$ cat config.mk
export PLATFORM = sky130hd
export DESIGN_NAME = lcd_responder
export DESIGN_NICKNAME = d
export VERILOG_FILES = /design/src/rtl/lcd_responder.sv
export SDC_FILE = /design/constraint.sdc
export NUM_CORES = 1
export LEC_CHECK = 0
export ABC_AREA = 1
export CAP_MARGIN = 10
export CORE_MARGIN = 4
export CORE_UTILIZATION = 35
export CTS_CLUSTER_SIZE = 14
export DETAILED_ROUTE_END_ITERATION = 6
export PLACE_DENSITY = 0.51
export SYNTH_ARGS = -nofsm -noshare
export SYNTH_HDL_FRONTEND = slang
export SYNTH_SLANG_ARGS = --single-unit
$ cat constraint.sdc
create_clock -name clk -period 5 [get_ports clk]
set_input_delay 1 -clock clk [delete_from_list [all_inputs] [get_ports clk]]
set_output_delay 1 -clock clk [all_outputs]
set_load 0.005 [all_outputs]
$ cat src/rtl/lcd_responder.sv
// HD44780-style display responder: samples the 8-bit LCD bus on lcd_en falls and keeps an 80-byte DDRAM mirror.
// Optional busy timing is enabled by LCD_RESPONDER_BUSY_CHECK_EN; without it only the clear/fill makes the block busy.
module lcd_responder #(
    parameter int BUSY_CYC = 1850,
    parameter int CLR_CYC  = 76000
) (
    input  logic       clk,
    input  logic       reset_n,
    input  logic [7:0] lcd_data,
    input  logic       lcd_rs,
    input  logic       lcd_en,
    input  logic [6:0] rd_addr,
    output logic [7:0] rd_char,
    output logic       busy,
    output logic       display_on,
    output logic       two_line,
    output logic [6:0] cursor_addr,
    output logic       cmd_strobe,
    output logic       data_strobe,
    output logic       timing_err,
    output logic       addr_err
);

    typedef enum logic [1:0] {S_FILL, S_IDLE, S_BUSY} state_t;

    state_t     r_state, w_state_nxt;
    logic       r_en_s1, r_en_s2, r_en_s3, r_rs_s1, r_rs_s2;
    logic [7:0] r_data_s1, r_data_s2;
    logic [6:0] r_fill_idx, r_cursor;
    logic       r_id, r_two_line, r_display_on;
    logic       r_cmd_stb, r_data_stb, r_timing_err, r_addr_err;
    logic [7:0] r_mem [0:79];
    logic [7:0] r_rd_char;

    // Returns {mapped, index}: two-line folds 0x40-0x67 onto indices 40-79.
    function automatic logic [7:0] f_map(input logic [6:0] a, input logic two);
        if (two) begin
            if (a <= 7'h27)                 return {1'b1, a};
            else if (a >= 7'h40 && a <= 7'h67) return {1'b1, a - 7'd24};
            else                            return 8'h00;
        end
        if (a <= 7'h4F) return {1'b1, a};
        return 8'h00;
    endfunction

    function automatic logic [6:0] f_step(input logic [6:0] a, input logic inc, input logic two);
        logic [6:0] r;
        r = inc ? a + 7'd1 : a - 7'd1;
        if (two) begin
            if (inc && a == 7'h27)       r = 7'h40;
            else if (inc && a == 7'h67)  r = 7'h00;
            else if (!inc && a == 7'h00) r = 7'h67;
            else if (!inc && a == 7'h40) r = 7'h27;
        end else begin
            if (inc && a == 7'h4F)       r = 7'h00;
            else if (!inc && a == 7'h00) r = 7'h4F;
        end
        return r;
    endfunction

    logic       w_fall, w_accept, w_terr, w_clear, w_we;
    logic [7:0] w_cur_map, w_set_map, w_rd_map, w_wdat;
    logic [6:0] w_widx;

    assign w_fall    = r_en_s3 & ~r_en_s2;
    assign w_accept  = w_fall && (r_state == S_IDLE);
    assign w_terr    = w_fall && (r_state != S_IDLE);
    assign w_clear   = w_accept && !r_rs_s2 && (r_data_s2 == 8'h01);
    assign w_cur_map = f_map(r_cursor, r_two_line);
    assign w_set_map = f_map(r_data_s2[6:0], r_two_line);
    assign w_rd_map  = f_map(rd_addr, r_two_line);

`ifdef LCD_RESPONDER_BUSY_CHECK_EN
    localparam int CNT_MAX = (CLR_CYC > BUSY_CYC) ? CLR_CYC : BUSY_CYC;
    localparam int CNT_W   = $clog2(CNT_MAX + 1);
    logic [CNT_W-1:0] r_cnt;
    logic             w_home;
    assign w_home = w_accept && !r_rs_s2 && (r_data_s2[7:1] == 7'b0000001);

    // The counter also runs during the fill, so the 80 fill cycles come out of CLR_CYC.
    always_ff @(posedge clk or negedge reset_n) begin
        if (!reset_n)                                   r_cnt <= '0;
        else if (w_accept)                              r_cnt <= (w_clear || w_home) ? CNT_W'(CLR_CYC) : CNT_W'(BUSY_CYC);
        else if (r_state != S_IDLE && r_cnt != '0)      r_cnt <= r_cnt - 1'b1;
    end
`endif

    always_ff @(posedge clk or negedge reset_n) begin
        if (!reset_n) r_state <= S_FILL;
        else          r_state <= w_state_nxt;
    end

    always_comb begin
        w_state_nxt = r_state;
        case (r_state)
            S_FILL: if (r_fill_idx == 7'd79) begin
`ifdef LCD_RESPONDER_BUSY_CHECK_EN
                w_state_nxt = (r_cnt > CNT_W'(1)) ? S_BUSY : S_IDLE;
`else
                w_state_nxt = S_IDLE;
`endif
            end
            S_IDLE: begin
                if (w_clear) w_state_nxt = S_FILL;
`ifdef LCD_RESPONDER_BUSY_CHECK_EN
                else if (w_accept) w_state_nxt = S_BUSY;
`endif
            end
`ifdef LCD_RESPONDER_BUSY_CHECK_EN
            S_BUSY: if (r_cnt <= CNT_W'(1)) w_state_nxt = S_IDLE;
`endif
            default: w_state_nxt = S_IDLE;
        endcase
    end

    always_comb begin
`ifdef LCD_RESPONDER_BUSY_CHECK_EN
        busy = (r_state != S_IDLE);
`else
        busy = (r_state == S_FILL);
`endif
        w_we   = 1'b0;
        w_widx = r_fill_idx;
        w_wdat = 8'h20;
        if (r_state == S_FILL) begin
            w_we = 1'b1;
        end else if (w_accept && r_rs_s2 && w_cur_map[7]) begin
            w_we   = 1'b1;
            w_widx = w_cur_map[6:0];
            w_wdat = r_data_s2;
        end
    end

    always_ff @(posedge clk or negedge reset_n) begin
        if (!reset_n) begin
            {r_en_s1, r_en_s2, r_en_s3, r_rs_s1, r_rs_s2} <= '0;
            r_data_s1 <= '0;
            r_data_s2 <= '0;
        end else begin
            r_en_s1   <= lcd_en;
            r_en_s2   <= r_en_s1;
            r_en_s3   <= r_en_s2;
            r_rs_s1   <= lcd_rs;
            r_rs_s2   <= r_rs_s1;
            r_data_s1 <= lcd_data;
            r_data_s2 <= r_data_s1;
        end
    end

    always_ff @(posedge clk or negedge reset_n) begin
        if (!reset_n) begin
            r_fill_idx   <= '0;
            r_cursor     <= '0;
            r_id         <= 1'b1;
            r_two_line   <= 1'b0;
            r_display_on <= 1'b0;
            r_cmd_stb    <= 1'b0;
            r_data_stb   <= 1'b0;
            r_timing_err <= 1'b0;
            r_addr_err   <= 1'b0;
        end else begin
            r_cmd_stb    <= w_accept && !r_rs_s2;
            r_data_stb   <= w_accept && r_rs_s2;
            r_timing_err <= w_terr;
            r_addr_err   <= 1'b0;
            if (w_clear)                                        r_fill_idx <= '0;
            else if (r_state == S_FILL && r_fill_idx != 7'd79)  r_fill_idx <= r_fill_idx + 7'd1;
            if (w_accept && r_rs_s2) begin
                r_cursor <= f_step(r_cursor, r_id, r_two_line);
            end else if (w_accept) begin
                casez (r_data_s2)
                    8'b1???????: if (w_set_map[7]) r_cursor <= r_data_s2[6:0];
                                 else              r_addr_err <= 1'b1;
                    8'b01??????: ;
                    8'b001?????: r_two_line <= r_data_s2[3];
                    8'b0001????: if (!r_data_s2[3]) r_cursor <= f_step(r_cursor, r_data_s2[2], r_two_line);
                    8'b00001???: r_display_on <= r_data_s2[2];
                    8'b000001??: r_id <= r_data_s2[1];
                    8'b0000001?: r_cursor <= '0;
                    8'b00000001: begin
                        r_cursor <= '0;
                        r_id     <= 1'b1;
                    end
                    default: ;
                endcase
            end
        end
    end

    always_ff @(posedge clk) begin
        if (w_we) r_mem[w_widx] <= w_wdat;
    end

    // Registered read sees the pre-write byte when the same index is written this cycle.
    always_ff @(posedge clk or negedge reset_n) begin
        if (!reset_n) r_rd_char <= 8'h00;
        else          r_rd_char <= w_rd_map[7] ? r_mem[w_rd_map[6:0]] : 8'h20;
    end

    assign rd_char     = r_rd_char;
    assign display_on  = r_display_on;
    assign two_line    = r_two_line;
    assign cursor_addr = r_cursor;
    assign cmd_strobe  = r_cmd_stb;
    assign data_strobe = r_data_stb;
    assign timing_err  = r_timing_err;
    assign addr_err    = r_addr_err;

endmodule

* After elaboration in Yosys (flattened, before gate mapping)
Memories as Yosys holds them, arrays and structs flattened. Cells that the tools add are included.
Cells by class: equal/unequal tests 18, multiplexer cells 65, reduce and logical (&&, ||, !) cells 35, magnitude comparators 12, bitwise logic cells 3, add/sub/neg operators 6
Operators with widths (count):
- two-way mux 7 bit | 24
- two-way mux 8 bit | 21
- less-or-equal comparator 7 bit (second input constant) | 6
- equality test 7 bit (second input constant) | 4
- greater-or-equal comparator 7 bit (second input constant) | 3
- less-or-equal comparator 7 x 6 -> 1 bit (second input constant) | 3
- case mux 7 bit (3 select lines) | 1
- subtractor 7 x 5 -> 7 bit (second input constant) | 3
- logical AND 1 bit | 20
- two-way mux 1 bit | 15
- adder 7 x 1 -> 7 bit (second input constant) | 2
- AND reduction 3 bit | 3
- equality test 8 x 1 -> 1 bit (second input constant) | 1
- equality test 7 x 1 -> 1 bit (second input constant) | 1
- equality test 7 x 6 -> 1 bit (second input constant) | 1
- logical NOT 7 bit | 1
- inequality test 7 bit (second input constant) | 1
- subtractor 7 x 1 -> 7 bit (second input constant) | 1
- equality test 6 x 1 -> 1 bit (second input constant) | 1
- nonzero test 2 bit | 3
- equality test 5 x 1 -> 1 bit (second input constant) | 1
- equality test 4 x 1 -> 1 bit (second input constant) | 1
- two-way mux 2 bit | 2
- inequality test 2 x 1 -> 1 bit (second input constant) | 2
- 15 further kinds | 18
Storage, ports and cells: memories 1, memory bits (writable) 640, word-level logic and storage cells 158, output and inout bits 22, bits in registers 52
Memory list:
- r_mem | words 80, width 8, rd ports 1, clocked after memory_dff 0, write ports 1, line 32 | logic [7:0] r_mem [0:79];

* Logic depth before layout (Yosys ltp)
Gate-level depths: netlist (run 1).
word-level depth 13, gate-level depth with buffers 18, depth with buffers taken out 17

* Worst setup path before layout (run 1)
Ideal clock, no wire load.
path kind register to register, from reg r_cursor[0], in the netlist cursor_addr[0], to mem r_mem[0][0], data pin, data arrival time 3438 ps, stages on the path, launching flop included 10, slack 986 ps, setup time 575 ps, data required time 4425 ps, period minus slack after synthesis 4014 ps, cells stage by stage dfrtp_1 > ha_1 > nand2_2 > nor2_4 > nor3b_2 > nor3_2 > nor2_4 > o21ai_4 > buf_6 > nor2_1
On the way: word-level cells in the longest chain between the ends 11, elaborated cells between the ends (all ways) 16, those cells by class order compare: 4; mux: 10; reduce/logical: 2
RTL lines:
- from (decl) | line 29 | logic [6:0] r_fill_idx, r_cursor;
- from (signal assigned) | line 169 | r_cursor <= f_step(r_cursor, r_id, r_two_line);
- greater-or-equal comparator 7 bit or less-or-equal comparator 7 bit (tied branches) | line 39 | else if (a >= 7'h40 && a <= 7'h67) return {1'b1, a - 7'd24};
- logical AND 1 bit | line 39
- two-way mux 8 bit | line 39
- two-way mux 8 bit | line 38 | if (a <= 7'h27) return {1'b1, a};
- two-way mux 8 bit | line 37 | if (two) begin
- two-way mux 8 bit | line 42 | if (a <= 7'h4F) return {1'b1, a};
- two-way mux 8 bit | line 43 | return 8'h00;
- two-way mux 8 bit * | line 42
- logical AND 1 bit * | line 127 | end else if (w_accept && r_rs_s2 && w_cur_map[7]) begin
- two-way mux 8 bit * | line 127
- two-way mux 8 bit * | line 125 | if (r_state == S_FILL) begin
- via w_wdat[0] | line 62 | logic [7:0] w_cur_map, w_set_map, w_rd_map, w_wdat;
- to (decl) | line 32
Mark *: on every way through the listed nets, which the timed path passes. The rest lies on a longest branch. The select of a mux whose other input is x is not followed.

* Worst setup path after layout (run 1)
from reg r_cursor[3], in the netlist cursor_addr[3], to mem r_mem[13][1] (enable)
On the way: word-level cells in the longest chain between the ends 13, elaborated cells between the ends (all ways) 21, those cells by class add/sub: 1; order compare: 4; mux: 14; reduce/logical: 2
RTL lines:
- greater-or-equal comparator 7 bit or less-or-equal comparator 7 bit (tied branches) | line 39
- logical AND 1 bit | line 39
- two-way mux 8 bit | line 39
- two-way mux 8 bit | line 38
- two-way mux 8 bit | line 37
- two-way mux 8 bit | line 42
- two-way mux 8 bit | line 43
- two-way mux 8 bit * | line 42
- logical AND 1 bit | line 127
- two-way mux 1 bit | line 127
- two-way mux 1 bit | line 125
- two-way mux 1 bit | line 191 | if (w_we) r_mem[w_widx] <= w_wdat;
- two-way mux 1 bit (implied by the code) | line 191
Every way passes the cells marked *; elsewhere a longest branch is shown, timed or not. The select of a mux whose other input is x is not followed.

==> results of run 1 <==
-- cell type report --
cell class / instances / area, µm² / share of cell area
well taps: 1144 / 1431 / 0.04155
flip-flops and latches: 691 / 20500 / 0.5950
repair buffers: 115 / 1187 / 0.03447
inverters: 186 / 699.4 / 0.02030
multi-input cells: 1690 / 8202 / 0.2381
clock inverters: 34 / 274.0 / 0.007954
clock buffers: 106 / 2160 / 0.06269
-- worst max-delay path, delay by kind of cell, from the launching register on --
| family | cells | cell delay, ps |
|---|---|---|
| AO/OA/AOI/OAI | 3 | 1020 |
| buffers and inverters | 3 | 340 |
| adder cells (fa/ha/maj) | 1 | 240 |
| flip-flops | 1 | 530 |
| AND/OR/NAND/NOR | 7 | 1760 |
-- path summary, 6_finish.rpt --
check                                from            to  slack [ps]  cells after the start
max                        cursor_addr[3]  r_mem[13][1]         690                     14
min                          r_data_s1[3]  r_data_s2[3]         350                      0
max reg2reg                cursor_addr[3]  r_mem[13][1]         690                     14
min reg2reg                  r_data_s1[3]  r_data_s2[3]         350                      0
max in group asynchronous         reset_n    rd_char[2]        3960                      2
min in group asynchronous         reset_n       r_en_s1         540                      2
-- layout by cell type, fill, tap and decap left out, types with 19 or more instances in the layout --
cell / n
a21oi_1: 31
buf_4: 57
nand4_1: 137
o211ai_1: 21
nor2_1: 170
inv_1: 172
dfrtp_1: 50
clkbuf_1: 20
nand3_1: 558
clkbuf_16: 80
edfxtp_1: 640
nand2_1: 593
o21ai_0: 48
or2_2: 19
clkdlybuf4s50_1: 38
-- cell families after synthesis --
group / synth area share
AOI/OAI and AO/OA: 0.02774
xor gates and xnor gates: 0.002912
adders and majority gates: 0.004159
buffers and inverters: 0.04925
DFF: 0.6813
and+or+nand+nor: 0.2346
-- through the flow --
step | utilization | area, µm²
2_1_floorplan | - | 30080
3_3_place_gp | 0.3754 | 32020
3_5_place_dp | 0.3754 | 32020
4_1_cts | 0.4040 | 34450
5_1_grt | 0.4040 | 34450
6_report | 0.4040 | 34450
-- power breakdown --
part,switching (mW),total (mW),internal [mW]
Sequential,0.0157,6.26,6.24
Clock,2.30,5.48,3.18
Combinational,0.558,0.793,0.235
-- flip-flops by register name, indices dropped and copies added (netlist names) --
| name | count |
|---|---|
| r_mem | 640 |
| r_data_s1 | 8 |
| r_data_s2 | 8 |
| rd_char | 8 |
| cursor_addr | 7 |
| r_fill_idx | 7 |
| addr_err | 1 |
| cmd_strobe | 1 |
| data_strobe | 1 |
| display_on | 1 |
| r_en_s1 | 1 |
| r_en_s2 | 1 |
| r_en_s3 | 1 |
| r_id | 1 |
| r_rs_s1 | 1 |
| r_rs_s2 | 1 |
| r_state | 1 |
| timing_err | 1 |
| two_line | 1 |
-- metal layers --
metal	vias up	part of all wire	global-route usage
li1	9707	-	-
met1	10440	0.45	0.2700
met2	755	0.46	0.2997
met3	153	0.062	0.02779
met4	0	0.034	0.06756
met5	-	0	0
-- cell usage after synthesis, types with 6 or more instances --
cell / number
inv_2: 12
a21oi_1: 31
inv_1: 172
nand4_1: 137
edfxtp_1: 640
dfrtp_1: 50
clkbuf_1: 66
o211ai_1: 21
xor2_1: 8
buf_4: 6
nor2_1: 177
nand2_2: 12
o21ai_0: 48
nand2_1: 594
ha_1: 10
nor3_1: 9
buf_2: 92
or2_2: 19
nand3_1: 559
nand2_4: 7
==> results.yml, run 1 <==
outcome:
  outcome: "complete, no violations"
route:
  vias: 21050
  drt_iter0_drc: 2228
  wl_per_cell_um: 22.03
  dr.pass1.iters: 6
  ant_nets: 0
  viasPerCell: 5.308
  drcViolationCount: 0
  drt_wl_total_um: 87350
setup_path:
  crit_path_max_incr_delay_ps: 810
  crit_type: "reg -> reg"
  critPathLaunchType: "flop"
  crit_top_cell: "nand2_1"
  end_kind: "flop"
  cp_max_fo: 19
  cp.required_ps: 5250
  crit_slowest_cell: "nor2_1"
  worstPathCellList: "inv_2 -> ha_1 -> a21boi_1 -> nor2_2 -> nand2_1 -> nand2_1 -> inv_2 -> o21ai_4 -> nand2_1 -> o21ai_0 -> inv_1 -> nor2_1 -> nand2_2 -> nor2_1"
  critical_path_arrival_ps: 4560
grt:
  grt_max_degree: 112
  antenna_found_initial: 1
  grt_pass1_wl_um: 131300
  grt_pass1_vias: 20700
  grt_overflow: 0
  grt_usage: 0.1905
timing:
  hold_viol_final: 0
  drv_slew: 0
  worstMarginPinSlew_ps: 1214
  fin_crit_sh: 0.8615
  skew_ps: 23.14
  setup_violations: 0
  relSlewSlack: 0.1850
  setup_ws_ps: 692.3
  fmax_mhz: 232.1
  rsz0062_at_grt: "no"
  setup-tns-final_ps: 0
  period_needed_ps: 4308
  holdWs_ps: 347.4
synthesis:
  synthCells: 2737
  synth_ff_type: "edfxtp_1"
  ys_seq_elements: 691
  syn-num-nets: 2766
  syn_avg_cell_area_um2: 10.99
  seq_area_frac_synth: 0.6813
  synth_top_area_frac: 0.6389
  synth_edf_count: 640
  ys_top_cells_by_area: "edfxtp_1, nand3_1, nand2_1, dfrtp_1, nand4_1"
  syn_area_mm2: 0.03008
  synthArstFlopShare: 0.07381
  yosys_warnings: 0
  synth_cell_type_count: 55
  synth_top_cell_by_area: "edfxtp_1"
placed_design:
  gp_congestion: 0.8513
  port_buffers: 40
  place_inst: 3826
  post-place-ws_ps: 320.3
  dp_hpwl_um: 50400
clock_network:
  cts_setup_buffers: 0
  cts-root-buf: "clkbuf_16"
  clk_latency_ps: 620
  cts_tree: "built"
  cts_inserted_buffers: 77
  cts-hold-fix-buffers: 0
  htreeDepth: 3
  cts_sinks: 691
  ctsResizeCount: 0
  clockBufferDepth: 3
  clkTransAtPathRegs_ps: 60
floorplan:
  core_area_mm2: 0.08528
  die_width_um: 301.2
  die-height_um: 301.2
  io_pins: 41
  row_count: 107
  start_util: 0.3527
  dieArea_mm2: 0.09070
layout:
  area_growth_pct: 14.52
  nets: 2790
  finalNonFillerCells: 3966
  antenna_cells: 0
  layout-drive-gt1-share: 0.09603
  fillers: 8157
min_path:
  hold_class: "reg -> reg"
job:
  drv_cap: 0
power_and_ir_drop:
  total_power_mw: 12.53
  p_leak_nw: 12.64
  p_per_area_mw_per_mm2: 363.7
  ir_drop_v: 0.0002295
No activity file was read; power rests on OpenSTA's default activity.
==> inputs of run 2 (changes only) <==
--- a/config.mk
+++ b/config.mk
@@ -15,3 +15,4 @@
 export SYNTH_ARGS = -nofsm -noshare
 export SYNTH_HDL_FRONTEND = slang
 export SYNTH_SLANG_ARGS = --single-unit
+export TNS_END_PERCENT = 10
==> results of run 2 <==
Same layout as run 1: the final DEF is identical, and so are final timing and power.
